## src/rtl/odmb_link_pkg.sv

```systemverilog
// Shared definitions for the DCFEB/ODMB 16-bit packet link: 8b10b octets, framing words, tx FSM states.
// Latency: none (constants and types only).
// Backpressure: not applicable.
package odmb_link_pkg;

   // 8b10b octet codes
   localparam logic [7:0] K28_5    = 8'hBC;
   localparam logic [7:0] K27_7    = 8'hFB;
   localparam logic [7:0] K29_7    = 8'hFD;
   localparam logic [7:0] K23_7    = 8'hF7;
   localparam logic [7:0] K30_7    = 8'hFE;
   localparam logic [7:0] D5_6     = 8'hC5;
   localparam logic [7:0] D16_2    = 8'h50;
   localparam logic [7:0] PRMBL    = 8'h55;
   localparam logic [7:0] SOF_BYTE = 8'hD5;

   // Link words; byte [7:0] is serialised first
   localparam logic [15:0] IDLE1         = {D5_6, K28_5};     // first idle after EOP, flips disparity
   localparam logic [15:0] IDLE2         = {D16_2, K28_5};    // steady-state idle
   localparam logic [15:0] PREAMBLE1     = {PRMBL, K27_7};    // SOP
   localparam logic [15:0] PREAMBLE2     = {PRMBL, PRMBL};
   localparam logic [15:0] PREAMBLE3     = {PRMBL, PRMBL};
   localparam logic [15:0] PREAMBLE4     = {SOF_BYTE, PRMBL}; // SOF
   localparam logic [15:0] End_of_Packet = {K23_7, K29_7};
   localparam logic [15:0] ERR_WORD      = {K30_7, K30_7};

   typedef enum logic [3:0] {IDLE, PRE1, PRE2, PRE3, PRE4, DATA, CRC, ERR, EOP} tx_state_t;

endpackage

```

## src/rtl/tx_frame_gen_if.sv

```systemverilog
// Payload stream into the transmit framer: valid/ready with an end-of-frame marker.
// Latency: none (wires only).
// Backpressure: a word moves on a clock edge where TX_VALID and TX_READY are both high.
interface tx_frame_gen_if;
   logic [15:0] TX_DATA;
   logic        TX_VALID;
   logic        TX_LAST;
   logic        TX_READY;

   modport master (output TX_DATA, output TX_VALID, output TX_LAST, input TX_READY);
   modport slave  (input TX_DATA, input TX_VALID, input TX_LAST, output TX_READY);
endinterface

```

## src/rtl/crc32_bgb.sv

```systemverilog
// CRC-32 (poly 04C11DB7) over 16-bit link words, low byte first; low 16 bits form the link CRC word.
// Latency: crc reflects every word with calc=1 up to and including the previous edge.
// Backpressure: none; init and calc are sampled every clock.
module crc32_bgb (
   input  logic        clk,
   input  logic        rst,
   input  logic        init,
   input  logic        calc,
   input  logic [15:0] d,
   output logic [15:0] crc
);
   localparam logic [31:0] POLY = 32'h04C11DB7;

   logic [31:0] crc_q;
   logic [31:0] crc_d;

   // Fold the word in bit by bit, bit 0 first, so byte [7:0] enters before byte [15:8]
   always_comb begin
      crc_d = crc_q;
      for (int i = 0; i < 16; i++) begin
         if (crc_d[31] ^ d[i]) crc_d = {crc_d[30:0], 1'b0} ^ POLY;
         else                  crc_d = {crc_d[30:0], 1'b0};
      end
   end

   // Running CRC register, preset to all ones at frame start
   always_ff @(posedge clk) begin
      if (rst | init)  crc_q <= '1;
      else if (calc)   crc_q <= crc_d;
   end

   assign crc = crc_q[15:0];
endmodule

```

## src/rtl/tx_frame_gen.sv

```systemverilog
// Link transmit framer: preamble/SOF, payload, CRC, EOP and idles into the 8b10b encoder.
// Latency: payload word appears on TXDATA one clock after it is accepted; SOP one edge after TX_VALID seen in IDLE.
// Backpressure: TX_READY depends on state only; starved payload aborts the frame with ERR+EOP.
// Optional build macro TX_CRC_ERR_INJECT_EN adds INJ_CRC_ERR to corrupt bit 0 of the CRC word.
module tx_frame_gen
   import odmb_link_pkg::*;
#(
   parameter int MAX_COUNT = 812,
   parameter int IFG_WORDS = 4
) (
   input  logic          CLK,
   input  logic          RST,
`ifdef TX_CRC_ERR_INJECT_EN
   input  logic          INJ_CRC_ERR,
`endif
   tx_frame_gen_if.slave tx,
   output logic [15:0]   TXDATA,
   output logic [1:0]    TX_IS_K,
   output logic          BUSY,
   output logic          FRM_SENT,
   output logic          UNDERRUN,
   output logic          OVERLEN
);
   localparam logic [11:0] MAX_W = 12'(MAX_COUNT);
   localparam logic [7:0]  IFG_W = 8'(IFG_WORDS);

   tx_state_t   state_q;
   logic [15:0] txdata_q;
   logic [1:0]  txk_q;
   logic        frm_sent_q, underrun_q, overlen_q;
   logic [11:0] wcnt_q;
   logic [7:0]  ifg_q;
   logic        rst_ifg_ok_q;  // the gap is considered met until the first frame after reset
   logic        last_taken_q;  // no more payload for this frame
   logic        ovl_pend_q;    // frame closed by MAX_COUNT rather than TX_LAST
   logic        abort_q;       // frame ended with ERR, tail of the source frame must be dropped
   logic        flush_q;       // dropping source words up to and including TX_LAST

   logic        pay_rdy, accept, ifg_ok;
   logic [11:0] wcnt_d;
   logic [15:0] crc_out, crc_word;

   assign pay_rdy     = (state_q == PRE4) | ((state_q == DATA) & !last_taken_q);
   assign tx.TX_READY = pay_rdy | flush_q;
   assign accept      = pay_rdy & tx.TX_VALID;
   assign wcnt_d      = (wcnt_q == 12'hFFF) ? wcnt_q : wcnt_q + 12'd1;
   assign ifg_ok      = rst_ifg_ok_q | (ifg_q >= IFG_W);

`ifdef TX_CRC_ERR_INJECT_EN
   assign crc_word = crc_out ^ {15'd0, INJ_CRC_ERR};
`else
   assign crc_word = crc_out;
`endif

   crc32_bgb u_crc (
      .clk  (CLK),
      .rst  (RST),
      .init (state_q == PRE1),
      .calc (accept),
      .d    (tx.TX_DATA),
      .crc  (crc_out)
   );

   // Framing FSM; the wire word, K flags and status pulses load on the same edge as the state
   always_ff @(posedge CLK) begin
      if (RST) begin
         state_q      <= IDLE;
         txdata_q     <= IDLE2;
         txk_q        <= 2'b01;
         frm_sent_q   <= 1'b0;
         underrun_q   <= 1'b0;
         overlen_q    <= 1'b0;
         wcnt_q       <= '0;
         ifg_q        <= '0;
         rst_ifg_ok_q <= 1'b1;
         last_taken_q <= 1'b0;
         ovl_pend_q   <= 1'b0;
         abort_q      <= 1'b0;
         flush_q      <= 1'b0;
      end else begin
         frm_sent_q <= 1'b0;
         underrun_q <= 1'b0;
         overlen_q  <= 1'b0;
         case (state_q)
            IDLE: begin
               if (flush_q && tx.TX_VALID && tx.TX_LAST) flush_q <= 1'b0;
               if (tx.TX_VALID && ifg_ok && !flush_q) begin
                  state_q      <= PRE1;
                  txdata_q     <= PREAMBLE1;
                  txk_q        <= 2'b01;
                  rst_ifg_ok_q <= 1'b0;
                  wcnt_q       <= '0;
                  last_taken_q <= 1'b0;
                  ovl_pend_q   <= 1'b0;
                  abort_q      <= 1'b0;
               end else begin
                  txdata_q <= IDLE2;
                  txk_q    <= 2'b01;
                  if (ifg_q != 8'hFF) ifg_q <= ifg_q + 8'd1;
               end
            end
            PRE1: begin state_q <= PRE2; txdata_q <= PREAMBLE2; txk_q <= 2'b00; end
            PRE2: begin state_q <= PRE3; txdata_q <= PREAMBLE3; txk_q <= 2'b00; end
            PRE3: begin state_q <= PRE4; txdata_q <= PREAMBLE4; txk_q <= 2'b00; end
            PRE4, DATA: begin
               if (!pay_rdy) begin
                  // payload complete: CRC if closed by TX_LAST, otherwise abort the oversize frame
                  if (ovl_pend_q) begin
                     state_q   <= ERR;
                     txdata_q  <= ERR_WORD;
                     txk_q     <= 2'b11;
                     overlen_q <= 1'b1;
                     abort_q   <= 1'b1;
                  end else begin
                     state_q  <= CRC;
                     txdata_q <= crc_word;
                     txk_q    <= 2'b00;
                  end
               end else if (tx.TX_VALID) begin
                  state_q  <= DATA;
                  txdata_q <= tx.TX_DATA;
                  txk_q    <= 2'b00;
                  wcnt_q   <= wcnt_d;
                  if (tx.TX_LAST || (wcnt_d == MAX_W)) last_taken_q <= 1'b1;
                  if (!tx.TX_LAST && (wcnt_d == MAX_W)) ovl_pend_q <= 1'b1;
               end else begin
                  state_q    <= ERR;
                  txdata_q   <= ERR_WORD;
                  txk_q      <= 2'b11;
                  underrun_q <= 1'b1;
                  abort_q    <= 1'b1;
               end
            end
            CRC, ERR: begin
               state_q    <= EOP;
               txdata_q   <= End_of_Packet;
               txk_q      <= 2'b11;
               frm_sent_q <= 1'b1;
            end
            EOP: begin
               state_q  <= IDLE;
               txdata_q <= IDLE1;
               txk_q    <= 2'b01;
               ifg_q    <= 8'd1;
               flush_q  <= abort_q;
            end
            default: begin
               state_q  <= IDLE;
               txdata_q <= IDLE2;
               txk_q    <= 2'b01;
            end
         endcase
      end
   end

   assign TXDATA   = txdata_q;
   assign TX_IS_K  = txk_q;
   assign BUSY     = (state_q != IDLE);
   assign FRM_SENT = frm_sent_q;
   assign UNDERRUN = underrun_q;
   assign OVERLEN  = overlen_q;
endmodule

```

## src/flat_wrapper.sv

```systemverilog
// flat-port wrapper written by rule: the top's interface ports become plain ports
module tx_frame_gen_flat import odmb_link_pkg::*;
#(
   parameter int MAX_COUNT = 812,
   parameter int IFG_WORDS = 4
)
  (CLK, RST, TXDATA, TX_IS_K, BUSY, FRM_SENT, UNDERRUN, OVERLEN, tx_TX_DATA, tx_TX_VALID, tx_TX_LAST, tx_TX_READY);
  tx_frame_gen_if tx_i ();
  input  logic CLK;
  input  logic RST;
  output logic [15:0] TXDATA;
  output logic [1:0] TX_IS_K;
  output logic BUSY;
  output logic FRM_SENT;
  output logic UNDERRUN;
  output logic OVERLEN;
  input wire logic [$bits(tx_i.TX_DATA)-1:0] tx_TX_DATA;
  input wire logic [$bits(tx_i.TX_VALID)-1:0] tx_TX_VALID;
  input wire logic [$bits(tx_i.TX_LAST)-1:0] tx_TX_LAST;
  output wire logic [$bits(tx_i.TX_READY)-1:0] tx_TX_READY;
  assign tx_i.TX_DATA = tx_TX_DATA;
  assign tx_i.TX_VALID = tx_TX_VALID;
  assign tx_i.TX_LAST = tx_TX_LAST;
  assign tx_TX_READY = tx_i.TX_READY;
  tx_frame_gen #(.MAX_COUNT(MAX_COUNT), .IFG_WORDS(IFG_WORDS)) u_core (.CLK(CLK), .RST(RST), .tx(tx_i), .TXDATA(TXDATA), .TX_IS_K(TX_IS_K), .BUSY(BUSY), .FRM_SENT(FRM_SENT), .UNDERRUN(UNDERRUN), .OVERLEN(OVERLEN));
endmodule
```

## config.mk

```make
export PLATFORM = sky130hd
export DESIGN_NAME = tx_frame_gen_flat
export DESIGN_NICKNAME = d
export VERILOG_FILES = /design/src/rtl/odmb_link_pkg.sv /design/src/rtl/tx_frame_gen_if.sv /design/src/rtl/crc32_bgb.sv /design/src/rtl/tx_frame_gen.sv /design/src/flat_wrapper.sv
export SDC_FILE = /design/constraint.sdc
export NUM_CORES = 1
export LEC_CHECK = 0
export ABC_AREA = 1
export CORE_AREA = 2 2 105 97
export DETAILED_ROUTE_END_ITERATION = 7
export DIE_AREA = 0 0 107 99
export PLACE_DENSITY_LB_ADDON = 0.08
export SYNTH_ARGS = -nofsm -noshare
export SYNTH_HDL_FRONTEND = slang
export SYNTH_SLANG_ARGS = --single-unit
```

## constraint.sdc

```tcl
create_clock -name CLK -period 4.2 [get_ports CLK]
set_clock_uncertainty 0.05 [all_clocks]
set_input_delay 0.42 -clock CLK [delete_from_list [all_inputs] [get_ports CLK]]
set_output_delay 0.42 -clock CLK [all_outputs]
set_load 0.02 [all_outputs]
```

==> results of run 1 <==
## cell usage in the layout (no fill, tap or decap), drive strengths merged
cell and n:
nand3 84, ha 3, nand3b 5, nand2 421, nand4 9, xor2 47, dfxtp 82, o21bai 2
o221ai 3, and2 1, or2 3, clkbuf 11, a21oi 58, o22ai 7, nor4 1, o31ai 1
nor2 52, xnor2 13, buf 3, a31oi 1, o21a 1, clkdlybuf4s50 42, inv 112, o211ai 4
clkinv 3, o21ai 39, nor3 17, a32oi 1, a211oi 3
## power by group
part           leakage (nW)  switching (mW)  total (mW)  internal (mW)
Sequential            0.666          0.0500       0.902          0.852
Clock                0.0960           0.317       0.566          0.249
Combinational          2.48           0.796        1.18          0.389
Total                  3.24            1.16        2.65           1.49
## area by class of cell
| class | instances | share of cell area [%] |
|---|---|---|
| multi-input cells | 776 | 57.65 |
| flip-flops and latches | 82 | 24.44 |
| repair buffers | 45 | 6.593 |
| inverters | 111 | 6.202 |
| well taps | 126 | 2.347 |
| clock buffers | 11 | 2.254 |
| clock inverters | 4 | 0.5215 |
## stage by stage
stage,instances,power (mW),hold slack (ps),utilization (%),worst slack [ps]
after floorplan,990,1.741,369.8,-,2397
after global placement,1140,2.059,393.2,68.85,1372
after detailed placement,1140,2.063,400.8,68.85,1384
after CTS,1155,2.635,414.1,70.81,1536
after global routing,1155,2.819,433.3,70.81,1379
final,1155,2.653,413.6,70.81,1524
## routing by layer
layer | vias to the layer above | share of wire (%)
li1 | 3210 | -
met1 | 2836 | 45
met2 | 300 | 42
met3 | 37 | 11
met4 | 0 | 1.9
met5 | - | 0
## flip-flops by register name, summed over array words and instances, names as in the netlist
signal and cells:
u_core.wcnt_q 12, u_core.ifg_q 8, u_core.TX_IS_K 2, u_core.last_taken_q 1
u_core.TXDATA 16, u_core.ovl_pend_q 1, u_core.u_crc.crc_q 32, u_core.state_q 4
u_core.flush_q 1, u_core.FRM_SENT 1, u_core.UNDERRUN 1, u_core.abort_q 1
u_core.rst_ifg_ok_q 1, u_core.OVERLEN 1
## path summary, 6_finish.rpt
check,endpoint,slack [ps]
setup / recovery,tx_TX_READY,1520
hold / removal,u_core.rst_ifg_ok_q,410
setup reg to reg,u_core.ovl_pend_q,1710
hold reg to reg,u_core.rst_ifg_ok_q,410
## cell families (layout without fill, tap and decap cells)
kind of cell / Yosys count / count (layout) / share of synthesized area, %
AOI/OAI and AO/OA: 120 / 120 / 10.81
xor gates and xnor gates: 60 / 60 / 8.697
adders and majority gates: 3 / 3 / 0.6213
buffers and inverters: 132 / 171 / 8.739
DFF: 82 / 82 / 27.17
and+or+nand+nor: 593 / 593 / 43.96
## worst max-delay path, stage by stage (launching register included)
cell and delay [ps]:
dfxtp_1 340, inv_1 50, nor2_1 130, inv_2 100
nor2_4 280, nand2_1 220, nand2_1 100, clkdlybuf4s50_1 610
==> results.json, run 1 <==
{
  "status": "completed",
  "num_antenna_cells": 0,
  "cp_data_arrival_time_ps": 2210,
  "crit_path_end_kind": "output port",
  "grtUsageMet1_pct": 47.48,
  "gr-usage-met3_pct": 9.590,
  "io_pins": 43,
  "cts_tree": "built",
  "ctsLongestPathBuffers": 2,
  "tightest_slew_ps": 1111,
  "hold_start": "u_core.rst_ifg_ok_q",
  "grt-ovfl-total": 0,
  "setup_tns_ps": 0,
  "relSlewSlack_pct": 25.87,
  "drcViolationCount": 0,
  "grt_pass1_vias": 5616,
  "timing.rr.start": "u_core.state_q[2]",
  "hold_depth": 2,
  "portBuffers": 42,
  "worstRegToRegCells": 12,
  "path_clk_slew_ps": 90,
  "synth_area_leaders": "dfxtp_1, nand2_1, xor2_1",
  "drive_gt1_share_pct": 9.232,
  "initialDrtViolationCount": 676,
  "maxCapViolCount": 0,
  "ir_worst_vdd_mv": 0.3578,
  "grt_max_degree": 53,
  "yosysTopAreaCell": "dfxtp_1",
  "syn2layout_area_growth_pct": 11.18,
  "synth_seq_area_share_pct": 27.17,
  "top_usage_layer": "met2",
  "required_ps": 3730,
  "critPathMaxFanout": 14,
  "syn-num-nets": 1013,
  "start_util_pct": 63.69,
  "rsz0062_at_grt": "false",
  "vias": 6383,
  "postCtsSetupBuffers": 0,
  "period_share_pct": 63.72,
  "place_area_mm2": 0.006531,
  "antenna_found_initial": 0,
  "ys.flop_type": "dfxtp_1",
  "gp_congestion": 1.020,
  "clockRootBuffer": "clkbuf_8",
  "async_flop_share_pct": 0,
  "power_density_mw_per_mm2": 395.0,
  "dieHeight_um": 99,
  "clkSinkCount": 82,
  "synth-edff-count": 0,
  "fp-row-count": 34,
  "cts_hold_buf": 0,
  "hold_viol_final": 0,
  "cts_resized": 0,
  "start_kind": "register",
  "clock.fmax_mhz": 373.6,
  "syn_area_per_cell_um2": 6.103,
  "synth_area_mm2": 0.006042,
  "leakagePower_nw": 3.244,
  "ys_types": 39,
  "drt_pre_antenna_iters": 5,
  "die_width_um": 107,
  "synth_seq_cells": 82,
  "wirelength_um": 17530,
  "grt_usage_pct": 33.70,
  "critPathKind": "reg2out",
  "yosysTopAreaCellShare_pct": 27.17,
  "synth.most_common_cell": "nand2_1",
  "cts_inserted_buffers": 9,
  "hp-class": "reg2reg",
  "yosys_warnings": 0,
  "core_area_mm2": 0.009487,
  "grt_pass1_wl_um": 27990,
  "nets": 1048,
  "ant_nets": 0,
  "hpwl_um": 12950,
  "period_needed_ps": 2676,
  "dieArea_mm2": 0.01059,
  "seqCellArea_mm2": 0.001642,
  "wl_per_cell_um": 15.18,
  "htree_levels": 3,
  "routed_via_density": 5.526,
  "critical_path.startpoint": "u_core.state_q[2]",
  "fin_area_mm2": 0.006718,
  "synthCells": 990,
  "slew_viol_final": 0,
  "setup_viol": 0,
  "clk_latency_ps": 370,
  "fill_cells": 857,
  "use_met2_pct": 51.05,
  "synth_common_cells": "nand2_1, inv_1, dfxtp_1, nand3_1, a21oi_1",
  "multi_input_area_mm2": 0.003872
}
Note: power is estimated with default switching activity, not from simulation.
==> inputs of run 2 (changes only) <==
- CORE_AREA: 2 2 105 97 -> 2 2 115 106
- DIE_AREA: 0 0 107 99 -> 0 0 117 108
- clock period: 4.2 -> 2.3 ns (I/O delays scaled with it)
==> run 2 against run 1 <==
Net effect: via count up 5.0%; cell count up 10%; largest power group unchanged; sequential share of layout area down 2.8 points; critical path type unchanged; highest routed layer unchanged; die area up 19%.
==> results.json, run 2 (synthesis gave the netlist of run 1 again) <==
{
  "status": "completed",
  "worstRegToRegCells": 13,
  "wirelength_um": 19200,
  "gp_congestion": 1.020,
  "drive_gt1_share_pct": 16.85,
  "period_share_pct": 92.78,
  "largest-register": "u_core.u_crc.crc_q",
  "slew_viol_final": 0,
  "dp_cells": 1257,
  "ctsLongestPathBuffers": 2,
  "crit_top_cell": "nand2_1",
  "cts_tree": "built",
  "final_cell_mix": "nand2_1, inv_1, buf_4, dfxtp_1, nand3_1",
  "clk_latency_ps": 340,
  "wl_per_cell_um": 15.10,
  "timing.rr.start": "u_core.u_crc.crc_q[23]",
  "hp-class": "reg2reg",
  "drt_pre_antenna_iters": 5,
  "hold_viol_final": 0,
  "p_seq_share_pct": 29.0,
  "cpLargestDelayFamily": "buffers and inverters",
  "hold_start": "u_core.rst_ifg_ok_q",
  "post-place-ws_ps": -161.2,
  "required_ps": 2020,
  "fp-row-count": 37,
  "portBuffers": 42,
  "vias": 6701,
  "period_needed_ps": 2134,
  "critPathMaxFanout": 6,
  "dieHeight_um": 108,
  "ant_nets": 0,
  "intPower_mw": 3.465,
  "regToRegEndpoint": "u_core.u_crc.crc_q[24]",
  "sw_frac_of_total_pct": 39.12,
  "setup_slack_ps": 166.1,
  "num_antenna_cells": 0,
  "grt_pass1_wl_um": 30280,
  "place_area_mm2": 0.007247,
  "start_kind": "register",
  "slowest_delay_ps": 600,
  "dieArea_mm2": 0.01264,
  "maxCapViolCount": 0,
  "path_clk_slew_ps": 60,
  "leakagePower_nw": 3.740,
  "hpwl_um": 14810,
  "cp_cell_sequence": "inv_1 -> nor2_1 -> inv_2 -> nor2_4 -> nand2_1 -> nand2_1 -> clkdlybuf4s50_1",
  "nets": 1135,
  "switching_power_mw": 2.226,
  "cp_num_buf_inv": 3,
  "postCtsSetupBuffers": 0,
  "grt-ovfl-total": 0,
  "clkSinkCount": 82,
  "crit_path_end_kind": "output port",
  "relSlewSlack_pct": 68.20,
  "power_density_mw_per_mm2": 747.2,
  "antenna_found_initial": 0,
  "ir_worst_vdd_mv": 0.8544,
  "instances_no_fill": 1272,
  "cp_slowest_cell": "clkdlybuf4s50_1",
  "grt_usage_pct": 31.28,
  "clockRootBuffer": "clkbuf_16",
  "core_area_mm2": 0.01134,
  "whs_endpoint": "u_core.rst_ifg_ok_q",
  "cts_inserted_buffers": 9,
  "htree_levels": 3,
  "syn2layout_area_growth_pct": 26.05,
  "regToRegSetupSlack_ps": 220,
  "fin_area_mm2": 0.007616,
  "routed_via_density": 5.268,
  "critPathKind": "reg2out",
  "initialDrtViolationCount": 558,
  "pwr-share-comb_pct": 42.8,
  "clock.fmax_mhz": 468.6,
  "grt_max_degree": 44,
  "largest_register_ffs": 32,
  "grt_pass1_vias": 6049,
  "start_util_pct": 53.27,
  "io_pins": 43,
  "drcViolationCount": 0,
  "die_width_um": 117,
  "p_total_mw": 5.690,
  "setup_viol": 0,
  "layout_commonest_cell": "nand2_1",
  "tightest_slew_ps": 476.4,
  "hold_depth": 2,
  "cp_data_arrival_time_ps": 1850,
  "p_clk_share_pct": 28.2
}
[run 2: how the worst max path moves through the flow]
stage / startpoint / to / slack (ps) / cells after the start
finish: u_core.state_q[2] / tx_TX_READY / 170 / 7
global route: u_core.wcnt_q[0] / u_core.last_taken_q / -0.2 / 13
CTS: u_core.wcnt_q[0] / u_core.last_taken_q / 150 / 13
detailed placement: tx_TX_DATA[1] / u_core.u_crc.crc_q[5] / -160 / 14
global placement: tx_TX_DATA[1] / u_core.u_crc.crc_q[15] / -180 / 14
floorplan: u_core.wcnt_q[0] / u_core.last_taken_q / 500 / 11
[run 2: metal layers]
metal	track usage (%)	part of all wire, %	routed length [um]
met3	6.726	8.6	1650
met4	8.067	2.1	409
met2	47.56	42	8096
met5	0	0	0
met1	44.98	47	9044
[run 2: cell type report]
cell class              count  area, um2
clock buffers              10      239.0
clock inverters             5      86.33
fillers                  1060       3726
inverters                 111      416.7
multi-input cells         776       3914
flip-flops and latches     82       1644
well taps                 156      195.2
repair buffers            132       1121
[run 2: metrics by stage]
| step | TNS (ps) | util, % | hold slack (ps) |
|---|---|---|---|
| after detailed placement | -2342 | 63.89 | 394.3 |
| after CTS | 0 | 66.76 | 404.3 |
| after floorplan | 0 | - | 258.5 |
| final | 0 | 67.15 | 402.7 |
| after global routing | -0.2358 | 67.15 | 443.3 |
| after global placement | -2756 | 63.89 | 386.4 |
[run 2: power groups by stage]
| stage | Combinational (mW) | Clock [mW] | Sequential (mW) |
|---|---|---|---|
| finish | 2.44 | 1.61 | 1.65 |
| global placement | 2.37 | 0 | 1.67 |
| CTS | 2.39 | 1.61 | 1.64 |
| global route | 2.68 | 1.67 | 1.66 |
| floorplan | 1.43 | 0 | 1.75 |
| detailed placement | 2.37 | 0 | 1.67 |
[run 2: worst register-to-register path, stage by stage, from the launching register on]
cell and delay [ps]:
dfxtp_1 340, inv_1 80, nand2_1 50, nand2_1 160, nand2_1 90, nand2_1 250
nand3_1 170, nand2_4 160, inv_2 70, nand2_2 90, nand2_2 100, or2_1 230
nand3_1 90, nand2_1 60
[run 2: what timing repair did]
action | in CTS | in global routing
hold buffers | 0 | 0
endpoints found under the hold margin | 0 | 0
endpoints found under the setup margin | 0 | 12
gates resized for setup | 0 | 13
